$ cat src/rtl/audio_pkg.sv
// Shared constants and the saturating adder used by the sigma-delta modulators.
package audio_pkg;

  localparam int unsigned AUDIO_WIDTH   = 16;
  localparam int unsigned SD_GUARD_BITS = 4;

  typedef logic signed [31:0] sd_wide_t;

  // Adds a + b and clamps the result to the signed range of a 'bits'-wide word (bits <= 30).
  function automatic sd_wide_t sat_add(sd_wide_t a, sd_wide_t b, int unsigned bits);
    sd_wide_t sum;
    sd_wide_t hi;
    sd_wide_t lo;
    sum = a + b;
    hi  = (sd_wide_t'(1) <<< (bits - 1)) - sd_wide_t'(1);
    lo  = -hi - sd_wide_t'(1);
    if (sum > hi) begin
      sat_add = hi;
    end else if (sum < lo) begin
      sat_add = lo;
    end else begin
      sat_add = sum;
    end
  endfunction

endpackage

$ cat src/rtl/audio_sigma_delta_if.sv
// Stereo sample inputs and pulse-density outputs of the sigma-delta DAC.
interface audio_sigma_delta_if #(
  parameter int unsigned WIDTH = 16
);

  logic [WIDTH-1:0] audio_l;
  logic [WIDTH-1:0] audio_r;
  logic             sigma_l;
  logic             sigma_r;

  modport master (
    output audio_l,
    output audio_r,
    input  sigma_l,
    input  sigma_r
  );

  modport slave (
    input  audio_l,
    input  audio_r,
    output sigma_l,
    output sigma_r
  );

endinterface

$ cat src/rtl/sd_channel.sv
// One audio channel: linear interpolator between ticked samples feeding a
// saturating second-order 1-bit sigma-delta modulator.
module sd_channel
  import audio_pkg::*;
#(
  parameter int unsigned WIDTH        = AUDIO_WIDTH,
  parameter int unsigned INTERP_SHIFT = 8
) (
  input  logic             clk_i,
  input  logic             rst_ni,
  input  logic             tick_i,
  input  logic [WIDTH-1:0] audio_i,
  output logic             sigma_o
);

  localparam int unsigned CurW = WIDTH + INTERP_SHIFT + 1;
  localparam int unsigned AccW = WIDTH + SD_GUARD_BITS;
  localparam sd_wide_t    Half = sd_wide_t'(1) <<< (WIDTH - 1);

  logic signed [CurW-1:0]  cur_q, cur_d;
  logic signed [WIDTH-1:0] target_q, target_d;
  logic signed [WIDTH:0]   step_q, step_d;
  logic signed [WIDTH-1:0] x;

  logic signed [AccW-1:0]  acc1_q, acc1_d;
  logic signed [AccW-1:0]  acc2_q, acc2_d;
  logic                    out_q, out_d;

  sd_wide_t x_w, fb, a1, a2;

  // The ramp never leaves the WIDTH-bit range, so the top bit of cur is a redundant sign.
  logic unused_cur_msb;
  assign unused_cur_msb = cur_q[CurW-1];

  always_comb begin
    cur_d    = cur_q + {{INTERP_SHIFT{step_q[WIDTH]}}, step_q};
    target_d = target_q;
    step_d   = step_q;
    if (tick_i) begin
      // Snap to the old target so rounding never accumulates across periods.
      cur_d    = {target_q[WIDTH-1], target_q, {INTERP_SHIFT{1'b0}}};
      target_d = audio_i;
      step_d   = {audio_i[WIDTH-1], audio_i} - {target_q[WIDTH-1], target_q};
    end
  end

  assign x = cur_q[INTERP_SHIFT +: WIDTH];

  always_comb begin
    x_w    = sd_wide_t'(x);
    fb     = out_q ? Half : -Half;
    a1     = sat_add(sd_wide_t'(acc1_q), x_w - fb, AccW);
    a2     = sat_add(sd_wide_t'(acc2_q), a1 - fb, AccW);
    acc1_d = a1[AccW-1:0];
    acc2_d = a2[AccW-1:0];
    out_d  = (a2 >= 0);
  end

  always_ff @(posedge clk_i or negedge rst_ni) begin
    if (!rst_ni) begin
      cur_q    <= '0;
      target_q <= '0;
      step_q   <= '0;
      acc1_q   <= '0;
      acc2_q   <= '0;
      out_q    <= 1'b0;
    end else begin
      cur_q    <= cur_d;
      target_q <= target_d;
      step_q   <= step_d;
      acc1_q   <= acc1_d;
      acc2_q   <= acc2_d;
      out_q    <= out_d;
    end
  end

  assign sigma_o = out_q;

endmodule

$ cat src/rtl/audio_sigma_delta.sv
// Stereo second-order sigma-delta DAC: shared sample tick plus two independent channels.
module audio_sigma_delta
  import audio_pkg::*;
#(
  parameter int unsigned WIDTH        = AUDIO_WIDTH,
  parameter int unsigned INTERP_SHIFT = 8
) (
  input  logic               clk,
  input  logic               reset_in,
  audio_sigma_delta_if.slave bus
);

  logic [INTERP_SHIFT-1:0] cnt_q, cnt_d;
  logic                    tick;

  assign tick = &cnt_q;

  always_comb begin
    cnt_d = cnt_q + INTERP_SHIFT'(1);
  end

  always_ff @(posedge clk or negedge reset_in) begin
    if (!reset_in) begin
      cnt_q <= '0;
    end else begin
      cnt_q <= cnt_d;
    end
  end

  sd_channel #(
    .WIDTH       (WIDTH),
    .INTERP_SHIFT(INTERP_SHIFT)
  ) u_ch_l (
    .clk_i  (clk),
    .rst_ni (reset_in),
    .tick_i (tick),
    .audio_i(bus.audio_l),
    .sigma_o(bus.sigma_l)
  );

  sd_channel #(
    .WIDTH       (WIDTH),
    .INTERP_SHIFT(INTERP_SHIFT)
  ) u_ch_r (
    .clk_i  (clk),
    .rst_ni (reset_in),
    .tick_i (tick),
    .audio_i(bus.audio_r),
    .sigma_o(bus.sigma_r)
  );

endmodule

$ cat src/flat_wrapper.sv
// flat-port wrapper written by rule: the top's interface ports become plain ports
module audio_sigma_delta_flat import audio_pkg::*;
#(
  parameter int unsigned WIDTH        = AUDIO_WIDTH,
  parameter int unsigned INTERP_SHIFT = 8
)
  (clk, reset_in, bus_audio_l, bus_audio_r, bus_sigma_l, bus_sigma_r);
  audio_sigma_delta_if #(.WIDTH(WIDTH)) bus_i ();
  input  logic clk;
  input  logic reset_in;
  input wire logic [$bits(bus_i.audio_l)-1:0] bus_audio_l;
  input wire logic [$bits(bus_i.audio_r)-1:0] bus_audio_r;
  output wire logic [$bits(bus_i.sigma_l)-1:0] bus_sigma_l;
  output wire logic [$bits(bus_i.sigma_r)-1:0] bus_sigma_r;
  assign bus_i.audio_l = bus_audio_l;
  assign bus_i.audio_r = bus_audio_r;
  assign bus_sigma_l = bus_i.sigma_l;
  assign bus_sigma_r = bus_i.sigma_r;
  audio_sigma_delta #(.WIDTH(WIDTH), .INTERP_SHIFT(INTERP_SHIFT)) u_core (.clk(clk), .reset_in(reset_in), .bus(bus_i));
endmodule
$ cat config.mk
export PLATFORM = sky130hd
export DESIGN_NAME = audio_sigma_delta_flat
export DESIGN_NICKNAME = d
export VERILOG_FILES = /design/src/rtl/audio_pkg.sv /design/src/rtl/audio_sigma_delta_if.sv /design/src/rtl/sd_channel.sv /design/src/rtl/audio_sigma_delta.sv /design/src/flat_wrapper.sv
export SDC_FILE = /design/constraint.sdc
export NUM_CORES = 1
export LEC_CHECK = 0
export CORE_MARGIN = 2
export CORE_UTILIZATION = 55
export DETAILED_ROUTE_END_ITERATION = 6
export PLACE_DENSITY = 0.76
export RECOVER_POWER = 100
export SETUP_SLACK_MARGIN = 0.05
export SYNTH_ARGS = -nofsm -noshare
export SYNTH_HDL_FRONTEND = slang
export SYNTH_HIERARCHICAL = 1
export SYNTH_SLANG_ARGS = --single-unit
$ cat constraint.sdc
create_clock -name clk -period 21.1 [get_ports clk]
set_input_delay 4.22 -clock clk [delete_from_list [all_inputs] [get_ports clk]]
set_output_delay 4.22 -clock clk [all_outputs]
set_load 0.03 [all_outputs]
[Word-level counts from Yosys, hierarchy flattened]
Cells that the tools add are included.
Operators by class
  multiplexer cells: 12
  magnitude comparators: 10
  reduce and logical (&&, ||, !) cells: 1
  add/subtract/negate cells: 13
Operators with widths (number)
  $mux W32: 10
  $add A20 B32 Y32: 4
  $gt A32 B20 Y1 const B: 4
  $lt A32 B20 Y1 const B: 4
  $ge A32 B1 Y1 const B: 2
  $sub A16 B32 Y32: 2
  $sub A32 B32 Y32: 2
  $add A25 B25 Y25: 2
  $mux W25: 2
  $sub A16 B16 Y17: 2
  $add A8 B1 Y8 const B: 1
  $reduce_and A8 Y1: 1
Storage, ports and cells
  logic and storage cells: 49
  input bits: 34
  register bits: 206
  output and inout port bits: 2

[Depth between registers and ports, before layout]
Gate-level depths: netlist (run 1).
  word-level depth: 12
  depth in mapped cells: 39
  mapped depth without buffers: 36

[Cells and area by module]
The synthesis (run 1) kept the hierarchy.
By module, submodules not included
  sd_channel at u_core.u_ch_l: seq. area each 2452.4 um^2, instances 1, area an instance 9638.0 um^2, cells an instance 1142
  sd_channel at u_core.u_ch_r: seq. area each 2452.4 um^2, instances 1, area an instance 9222.6 um^2, cells an instance 1097
  audio_sigma_delta: seq. area each 200.2 um^2, instances 1, area an instance 329.1 um^2, cells an instance 24

[Least setup slack after synthesis (run 1)]
OpenSTA, ideal clock, no wires.
  path type: register to register
  start point: register u_core.u_ch_r.out_q, in the netlist u_core/u_ch_r/sigma_o
  end point: register u_core.u_ch_r.acc2_q[10]
  period minus slack after synthesis: 9503 ps
  required time: 20960 ps
  path slack: 11597 ps
  cell stages (with the launch flop): 33
  setup time: 140 ps
  arrival: 9363 ps
  path buffers: 5
  path through: dfrtp_1 -> inv_1 -> fa_1 -> inv_1 -> ha_1 -> a21o_1 -> a21oi_1 -> o211ai_1 -> and2_1 -> a311oi_2 -> inv_1 -> ha_1 -> clkbuf_1 -> clkbuf_1 -> o21ai_0 -> fa_1 -> ha_1 -> clkbuf_1 -> a21o_1 -> a21o_1 -> a21o_1 -> a21o_1 -> a21oi_1 -> o21ai_0 -> a41oi_1 -> mux2_2 -> or3_1 -> nor4_1 -> nand4_1 -> ha_1 -> clkbuf_1 -> clkbuf_1 -> o22ai_1
On the way
  longest elaborated chain between the ends: 11
  elaborated cells on any way between the ends: 13
  those cells by class: add/sub: 4; order compare: 4; mux: 5
RTL lines
  start, declared: RTL line sd_channel.sv:27  | logic out_q, out_d;
  start signal, assigned: RTL line sd_channel.sv:73  | out_q <= out_d;
  $mux W32 *: RTL line sd_channel.sv:51  | fb = out_q ? Half : -Half;
  $sub A16 B32 Y32 *: RTL line sd_channel.sv:52  | a1 = sat_add(sd_wide_t'(acc1_q), x_w - fb, AccW);
  $add A20 B32 Y32 *: RTL line audio_pkg.sv:14  | sum = a + b;
  $lt A32 B20 Y1: RTL line audio_pkg.sv:19  | end else if (sum < lo) begin
  $mux W32: RTL line audio_pkg.sv:19
  $mux W32 *: RTL line audio_pkg.sv:17  | if (sum > hi) begin
  via u_core.u_ch_r.a1[16]: RTL line sd_channel.sv:29  | sd_wide_t x_w, fb, a1, a2;
  $sub A32 B32 Y32 *: RTL line sd_channel.sv:53  | a2 = sat_add(sd_wide_t'(acc2_q), a1 - fb, AccW);
  $add A20 B32 Y32 *: RTL line audio_pkg.sv:14
  $lt A32 B20 Y1: RTL line audio_pkg.sv:19
  $mux W32: RTL line audio_pkg.sv:19
  $mux W32 *: RTL line audio_pkg.sv:17
  via u_core.u_ch_r.a2[10]: RTL line sd_channel.sv:29
  end signal, assigned: RTL line sd_channel.sv:65  | acc2_q <= '0;
  end signal, assigned: RTL line sd_channel.sv:72  | acc2_q <= acc2_d;
  end, declared: RTL line sd_channel.sv:26  | logic signed [AccW-1:0] acc2_q, acc2_d;
Mark *: on every way through the listed nets, which the timed path passes. The rest lies on a longest branch.
A chain may end at the register's enable or synchronous reset.

==> results.txt, run 1 <==
----------------------------------------------------
[Layout]
  Share of post-route cells with drive strength above 1 ... approximately 4.3%
  Layout fillers ... slightly below 3k
  Layout-stage area growth over the synthesis result ... 7.23%
  Commonest cells after routing, fill and taps aside ... sky130_fd_sc_hd__inv_1 (348), sky130_fd_sc_hd__ha_1 (247), sky130_fd_sc_hd__dfrtp_1 (204)
  Most frequent standard cell in the layout excluding fill and tap cells ... sky130_fd_sc_hd__inv_1
  Number of nets in the layout ... 2,592
  Antenna Diode Count ... 0

[Logic synthesis]
  Syn Inst Count ... 2,263
  Syn nets ... 2,586
  Syn_area_per_cell ... 8.48 sq um
  Area share of the largest cell type after synthesis ... 26.6%
  Ys flop type ... sky130_fd_sc_hd__dfrtp_1
  Largest area contributor in the netlist ... sky130_fd_sc_hd__dfrtp_1
  Async set-reset flop share out of synthesis ... 100%
  Top area cells in the synthesized netlist ... sky130_fd_sc_hd__dfrtp_1 (27%), sky130_fd_sc_hd__ha_1 (16%), sky130_fd_sc_hd__inv_1 (6.8%)
  Portion of the post-synthesis area used by sequential elements ... 26.6%
  Count of flip-flops with a built-in enable after synthesis ... 0
  Register bit count reported by yosys ... 204
  Cell area after technology mapping ... 19,200 sq um
  Warnings, synthesis ... 6
  Library cells used by synthesis ... 99

[CTS]
  Post CTS Setup Buffer Count ... 0
  CTS tree ... yes
  Clock transition at the registers of the reported paths ... around 60 ps
  CTS Sinks ... 204
  Clock Latency Late Sink ... 530 ps
  Number of buffers added to fix hold violations after cts ... 0
  Deepest clock path buffer count ... 3
  Number of H-tree levels ... 1
  Number of buffers added by the clock tree synthesis step ... 24
  Post-CTS sizing ... 0
  Clock tree root driver cell ... sky130_fd_sc_hd__clkbuf_16

[Drt]
  Final routed wire length divided by cell count ... about 16 um
  Initial detailed-routing violation count ... 873
  DRC violations left ... 0
  Number of detailed-routing iterations run before antenna repair ... 5
  Number of vias per cell ... 5.76
  Count of antenna-violating nets left after detailed routing ... 0
  Number of vias after detailed routing ... 15.8k
  Detailed-route wire length ... between 40 and 50 mm

[Global routing]
  Global-route wire length before repair ... 72.3 mm
  Global route total overflow ... 0
  Routing usage on met1 ... 31.8%
  Met3 demand-to-capacity share in global routing ... between 1.5 and 2%
  Busiest layer in global routing ... met2
  Antenna violations before repair ... 0
  GRT Overall Usage ... 23.5%
  Vias in the first global route ... 15.3k
  Global routing met2 resource utilization ... 40.8%
  Largest net degree at the start of global routing ... ~80

[Worst setup path]
  Total buffers and inverters traversed by the critical path ... 2
  Endpoint kind of the worst setup timing path ... async pin
  Worst Path Max Fanout ... between 70 and 80
  Class of the most critical setup path ... primary input to async pin
  Startpoint kind of the worst setup timing path ... primary input
  Cell class contributing the biggest share of worst-path delay ... buffers and inverters
  List of cells traversed by the critical path ... clkbuf_1 > clkbuf_1
  Data arrival, critical path ... 10,030 ps
  Crit-path max cell delay ... 3030 ps
  Crit path top cell by count ... sky130_fd_sc_hd__clkbuf_1
  Worst-path cell with the longest stage delay ... sky130_fd_sc_hd__clkbuf_1
  Required arrival time at the worst endpoint ... slightly above 20,000 ps

[Outcome]
  Violated checks ... max-capacitance violations, max-slew violations
  Outcome ... complete, but fails checks

[Placed design]
  Weighted congestion at the end of routability-driven global placement ... approximately 0.93
  Count of buffers inserted at the top-level ports ... 35
  Post-detailed-placement half-perimeter wirelength ... 32.4 mm
  Worst-case setup slack after placement ... 11,600 ps

[Min path]
  Type of the most critical hold path ... register to register

[STA]
  Peak clock frequency supported by timing ... 96.4 MHz
  Max-Slew Margin vs Limit ... -173%
  Transition time at the pin with the least slew margin ... 4090 ps
  Final Hold Vio Count ... 0
  Fin crit period ... between 10,000 and 15,000 ps
  Fraction of the cycle the final worst path needs ... 49.1%
  Setup repair after global routing missed its margin ... false
  Number of endpoints failing setup at the final stage ... 0
  Sum Neg Setup Slack ... 0 ps
  Pins over their slew limit ... 366
  Setup skew after layout ... 20.8 ps
  Setup slack of the critical path after layout ... 10,730 ps

[Floorplanning]
  Die Outline Area ... 36,400 sq um
  Number of placement rows ... 68
  Area of the core ... 34,500 sq um
  Die span in x ... about 190 um
  Die Span Y ... 191 um
  Initial core utilization ... 55.7%
  Number of top-level pins ... 36

[Job]
  Total of max-cap violations ... 5

----------------------------------------------------
## Yosys cell counts (18+ instances only)
cell type and instances:
sky130_fd_sc_hd__clkbuf_1 54, sky130_fd_sc_hd__nor2_1 127, sky130_fd_sc_hd__xnor2_1 81, sky130_fd_sc_hd__fa_1 42, sky130_fd_sc_hd__nand2b_1 21, sky130_fd_sc_hd__xor2_1 53, sky130_fd_sc_hd__o221ai_2 18, sky130_fd_sc_hd__o31ai_1 24
sky130_fd_sc_hd__nand2_1 182, sky130_fd_sc_hd__o21ai_0 151, sky130_fd_sc_hd__nor3_1 42, sky130_fd_sc_hd__ha_1 247, sky130_fd_sc_hd__nor2b_1 26, sky130_fd_sc_hd__a21oi_1 138, sky130_fd_sc_hd__a31oi_1 20, sky130_fd_sc_hd__nand3_1 37
sky130_fd_sc_hd__o21a_1 61, sky130_fd_sc_hd__a21boi_0 23, sky130_fd_sc_hd__inv_1 348, sky130_fd_sc_hd__a21o_1 76, sky130_fd_sc_hd__o21bai_1 26, sky130_fd_sc_hd__dfrtp_1 204
## state kept, by name (all words and copies together), names as in the netlist, 17 cells and up
register / flops
u_core/u_ch_r/acc2_q: 20
u_core/u_ch_l/cur_q: 24
u_core/u_ch_l/acc2_q: 20
u_core/u_ch_r/acc1_q: 20
u_core/u_ch_r/step_q: 17
u_core/u_ch_r/cur_q: 24
u_core/u_ch_l/step_q: 17
u_core/u_ch_l/acc1_q: 20
## per-layer routing
layer | share of wire [%] | wire length [um]
met1 | 47 | 20200
met3 | 3.8 | 1640
met2 | 47 | 20200
met4 | 1.9 | 807
met5 | 0 | 0
## layout make-up
type | count | area, sq um | share of cell area [%]
tap | 455 | 569 | 2.77
timing repair buffer | 43 | 393 | 1.91
multi-input combinational | 1646 | 12400 | 60.2
inverter | 350 | 1310 | 6.38
clock buffer | 35 | 702 | 3.41
sequential | 204 | 5100 | 24.8
clock inverter | 7 | 98.8 | 0.480
## through the flow
stage / hold slack (ps) / cells / utilization [%] / instance area [sq um]
floorplan: 437 / 2263 / - / 19200
global placement: 459 / 2698 / 57.8 / 19900
detailed placement: 467 / 2698 / 57.8 / 19900
CTS: 475 / 2740 / 60.1 / 20700
global route: 485 / 2740 / 59.7 / 20600
finish: 464 / 2740 / 59.7 / 20600
## logic make-up after synthesis
family / Yosys count / share of synthesized area [%]
mux: 16 / 0.919
compound gates: 660 / 23.8
fa+ha+maj: 289 / 20.5
xor+xnor: 134 / 6.12
buf+inv: 413 / 8.26
flops: 204 / 26.6
simple gates: 547 / 13.8
## final timing paths
kind | slack (ps) | depth (start not counted) | startpoint | to
worst min register to register | 460 | 1 | u_core/cnt_q[7]$_DFF_PN0_ | u_core/cnt_q[7]$_DFF_PN0_
worst max-delay path | 10730 | 2 | reset_in | u_core/u_ch_r/cur_q[11]$_DFF_PN0_
worst min-delay path | 460 | 1 | u_core/cnt_q[7]$_DFF_PN0_ | u_core/cnt_q[7]$_DFF_PN0_
max in group clk | 11190 | 28 | u_core/u_ch_r/cur_q[23]$_DFF_PN0_ | u_core/u_ch_r/acc2_q[5]$_DFF_PN0_
min in group asynchronous | 5040 | 1 | reset_in | u_core/u_ch_l/target_q[5]$_DFFE_PN0P_
worst max register to register | 11190 | 28 | u_core/u_ch_r/cur_q[23]$_DFF_PN0_ | u_core/u_ch_r/acc2_q[5]$_DFF_PN0_
Power of run 1 is left out: the tool's default activity adds up to more than one toggle a clock period on the data nets, which glitch-free logic cannot reach.
==> run 2: changes to the inputs <==
- PLACE_DENSITY: 0.76 -> 0.78
- clock period: 21.1 -> 9.2 ns (I/O delays scaled with it)
==> run 2 against run 1 <==
Effect of this change:
- the run still ends with max-capacitance violations, max-slew violations left
- via count up 0.22%
- flip-flop and latch count unchanged
- first-iteration DRC count up 11%
- die area unchanged
- cell area up 0.79%
- count of clock-buffer cells in the layout down 4
- routed wire length up 1.1%
==> results.txt, run 2 (synthesis gave the netlist of run 1 again) <==
----------------------------------------------------
[Worst setup path]
  Data arrival, critical path ... 8930 ps (was 10,030 ps)
  Reg-to-reg slack, setup ... 660 ps (was 11,190 ps)
  Length in cells of the worst reg-to-reg path ... 33 (was 28)
  Crit Reg-Reg Endpoint ... u_core/u_ch_r/acc2_q[5]$_DFF_PN0_ (unchanged)
  Cell class contributing the biggest share of worst-path delay ... compound AO/OA/AOI/OAI gates (was buffers and inverters)
  Total buffers and inverters traversed by the critical path ... 3 (was 2)
  Crit-path max cell delay ... 490 ps (was 3030 ps)
  Worst-path cell with the longest stage delay ... sky130_fd_sc_hd__ha_2 (was sky130_fd_sc_hd__clkbuf_1)
  Worst Path Max Fanout ... 20 (was 79)
  Required arrival time at the worst endpoint ... 9590 ps (was 20,760 ps)
  Source of the worst register-to-register timing path ... u_core/u_ch_r/cur_q[10]$_DFF_PN0_ (was u_core/u_ch_r/cur_q[23]$_DFF_PN0_)
  Endpoint kind of the worst setup timing path ... register (was async pin)
  Class of the most critical setup path ... register to register (was primary input to async pin)
  Startpoint kind of the worst setup timing path ... register (was primary input)

[Drt]
  Number of vias after detailed routing ... 15.8k (about the same)
  Number of detailed-routing iterations run before antenna repair ... 5 (unchanged)
  Number of vias per cell ... 5.74 (was 5.76)
  Final routed wire length divided by cell count ... 15.7 um (was 15.6 um)
  Detailed-route wire length ... 43.3 mm (was 42.8 mm)
  Initial detailed-routing violation count ... 966 (was 873)
  Count of antenna-violating nets left after detailed routing ... 0 (unchanged)
  DRC violations left ... 0 (unchanged)

[Outcome]
  Violated checks ... max-capacitance violations, max-slew violations (unchanged)
  Outcome ... complete, but fails checks (unchanged)

[STA]
  Setup slack of the critical path after layout ... 658 ps (was 10,730 ps)
  Setup skew after layout ... 9.71 ps (was 20.8 ps)
  Final Hold Vio Count ... 0 (unchanged)
  Fraction of the cycle the final worst path needs ... 92.8%
  Setup repair after global routing missed its margin ... false (unchanged)
  Max-Slew Margin vs Limit ... -229% (was -173%)
  Fin crit period ... between 8000 and 9000 ps
  Sum Neg Setup Slack ... 0 ps (unchanged)
  Transition time at the pin with the least slew margin ... 4940 ps (was 4090 ps)
  Pins over their slew limit ... 315 (was 366)
  Number of endpoints failing setup at the final stage ... 0 (unchanged)
  Peak clock frequency supported by timing ... around 120 MHz

[Min path]
  Start point of the worst min-delay path ... u_core/cnt_q[5]$_DFF_PN0_ (was u_core/cnt_q[7]$_DFF_PN0_)
  Type of the most critical hold path ... register to register (unchanged)
  Hold-critical path depth ... 1 (unchanged)
  Sink of the worst hold path ... u_core/cnt_q[5]$_DFF_PN0_ (was u_core/cnt_q[7]$_DFF_PN0_)

[Layout]
  Antenna Diode Count ... 0 (unchanged)
  Commonest cells after routing, fill and taps aside ... sky130_fd_sc_hd__inv_1 (348), sky130_fd_sc_hd__ha_1 (243), sky130_fd_sc_hd__dfrtp_1 (203) (was sky130_fd_sc_hd__inv_1 (348), sky130_fd_sc_hd__ha_1 (247), sky130_fd_sc_hd__dfrtp_1 (204))
  Share of post-route cells with drive strength above 1 ... 5.18% (was 4.29%)
  Number of nets in the layout ... 2,603 (was 2,592)
  Most frequent standard cell in the layout excluding fill and tap cells ... sky130_fd_sc_hd__inv_1 (unchanged)
  Registers with the most flip-flops ... u_core/u_ch_l/cur_q: 24 flops, u_core/u_ch_r/cur_q: 24 flops (unchanged)
  Layout-stage area growth over the synthesis result ... 8.08% (was 7.23%)

[CTS]
  Number of H-tree levels ... 1 (unchanged)
  Number of buffers added by the clock tree synthesis step ... 25 (was 24)
  Clock transition at the registers of the reported paths ... 60 ps (about the same)
  Post CTS Setup Buffer Count ... 0 (unchanged)
  CTS Sinks ... 204 (unchanged)
  CTS tree ... yes (unchanged)
  Deepest clock path buffer count ... 3 (unchanged)
  Number of buffers added to fix hold violations after cts ... 0 (unchanged)
  Clock Latency Late Sink ... 520 ps (was 530 ps)
  Clock tree root driver cell ... sky130_fd_sc_hd__clkbuf_16 (unchanged)

[Placed design]
  Weighted congestion at the end of routability-driven global placement ... 0.948 (was 0.931)
  Worst-case setup slack after placement ... 273 ps (was 11,600 ps)
  Count of buffers inserted at the top-level ports ... 35 (unchanged)
  Post-detailed-placement half-perimeter wirelength ... 32.5 mm (was 32.4 mm)

[Global routing]
  Global-route wire length before repair ... 74.4 mm (was 72.3 mm)
  Vias in the first global route ... 16.0k (was 15.3k)
  Antenna violations before repair ... 0 (unchanged)
  GRT Overall Usage ... 24.1% (was 23.5%)
  Largest net degree at the start of global routing ... 100 (was 81)
  Global route total overflow ... 0 (unchanged)

[Floorplanning]
  Area of the core ... 34,500 sq um (unchanged)
  Die span in x ... 191 um (unchanged)
  Number of top-level pins ... 36 (unchanged)
  Number of placement rows ... 68 (unchanged)
  Die Outline Area ... 36,400 sq um (unchanged)
  Initial core utilization ... 55.7% (unchanged)
  Die Span Y ... 191 um (unchanged)

[Job]
  Total of max-cap violations ... 4 (was 5)

----------------------------------------------------
-- run 2: how the worst max path moves through the flow --
stage	startpoint	endpoint	slack (ps)	depth (start not counted)
after floorplan	u_core/u_ch_r/sigma_o$_DFF_PN0_	u_core/u_ch_r/acc2_q[10]$_DFF_PN0_	150	32
after global placement	u_core/u_ch_r/cur_q[10]$_DFF_PN0_	u_core/u_ch_r/acc2_q[5]$_DFF_PN0_	410	32
after detailed placement	u_core/u_ch_r/cur_q[10]$_DFF_PN0_	u_core/u_ch_r/acc2_q[5]$_DFF_PN0_	270	32
after CTS	u_core/u_ch_r/cur_q[10]$_DFF_PN0_	u_core/u_ch_r/acc2_q[5]$_DFF_PN0_	210	32
after global routing	u_core/u_ch_r/cur_q[10]$_DFF_PN0_	u_core/u_ch_r/acc2_q[12]$_DFF_PN0_	60	32
final	u_core/u_ch_r/cur_q[10]$_DFF_PN0_	u_core/u_ch_r/acc2_q[5]$_DFF_PN0_	660	33
-- run 2: per-stage QoR --
stage / hold WS [ps] / area [sq um] / utilization (%) / instances
2_1_floorplan: 437 / 19200 / - / 2263
3_3_place_gp: 462 / 20000 / 58.0 / 2708
3_5_place_dp: 467 / 20000 / 58.0 / 2708
5_1_grt: 493 / 20700 / 60.2 / 2754
6_report: 469 / 20700 / 60.2 / 2754
4_1_cts: 482 / 20800 / 60.5 / 2754
-- run 2: area by class of cell --
cell class / instances / area, sq um
Tap cell: 455 / 569
Sequential cell: 204 / 5110
Multi-Input combinational cell: 1646 / 12400
Fill cell: 2891 / 13700
Clock buffer: 31 / 658
Clock inverter: 15 / 195
Inverter: 350 / 1310
Timing Repair Buffer: 53 / 460
-- run 2: worst reg2reg max path, delay by kind of cell, from the launching register on --
family,cells,cell delay (ps)
buf+inv,3,390
flops,1,360
fa+ha+maj,6,2210
mux,1,380
compound gates,15,3420
simple gates,8,1650
-- run 2: timing repair --
item / in CTS / in global routing
hold endpoints to repair: 0 / 0
gates resized for setup: 0 / 7
endpoints found under the setup margin: 0 / 40
-- run 2: per-layer routing --
layer  vias to the layer above  part of all wire, %  track usage [%]
met5                         -                    0                0
met3                        68                  3.5             1.95
met2                       309                   47             41.9
met4                         0                  2.0             5.81
met1                      7557                   47             32.5
li1                       7881                    -                -
Power of run 2 is left out for the same reason.
==> run 3: changes to the inputs <==
- SLEW_MARGIN: not set -> 0
==> results of run 3 <==
Same layout as run 2: the final DEF is identical, and so are final timing and power.
Power of run 3 is left out for the same reason.
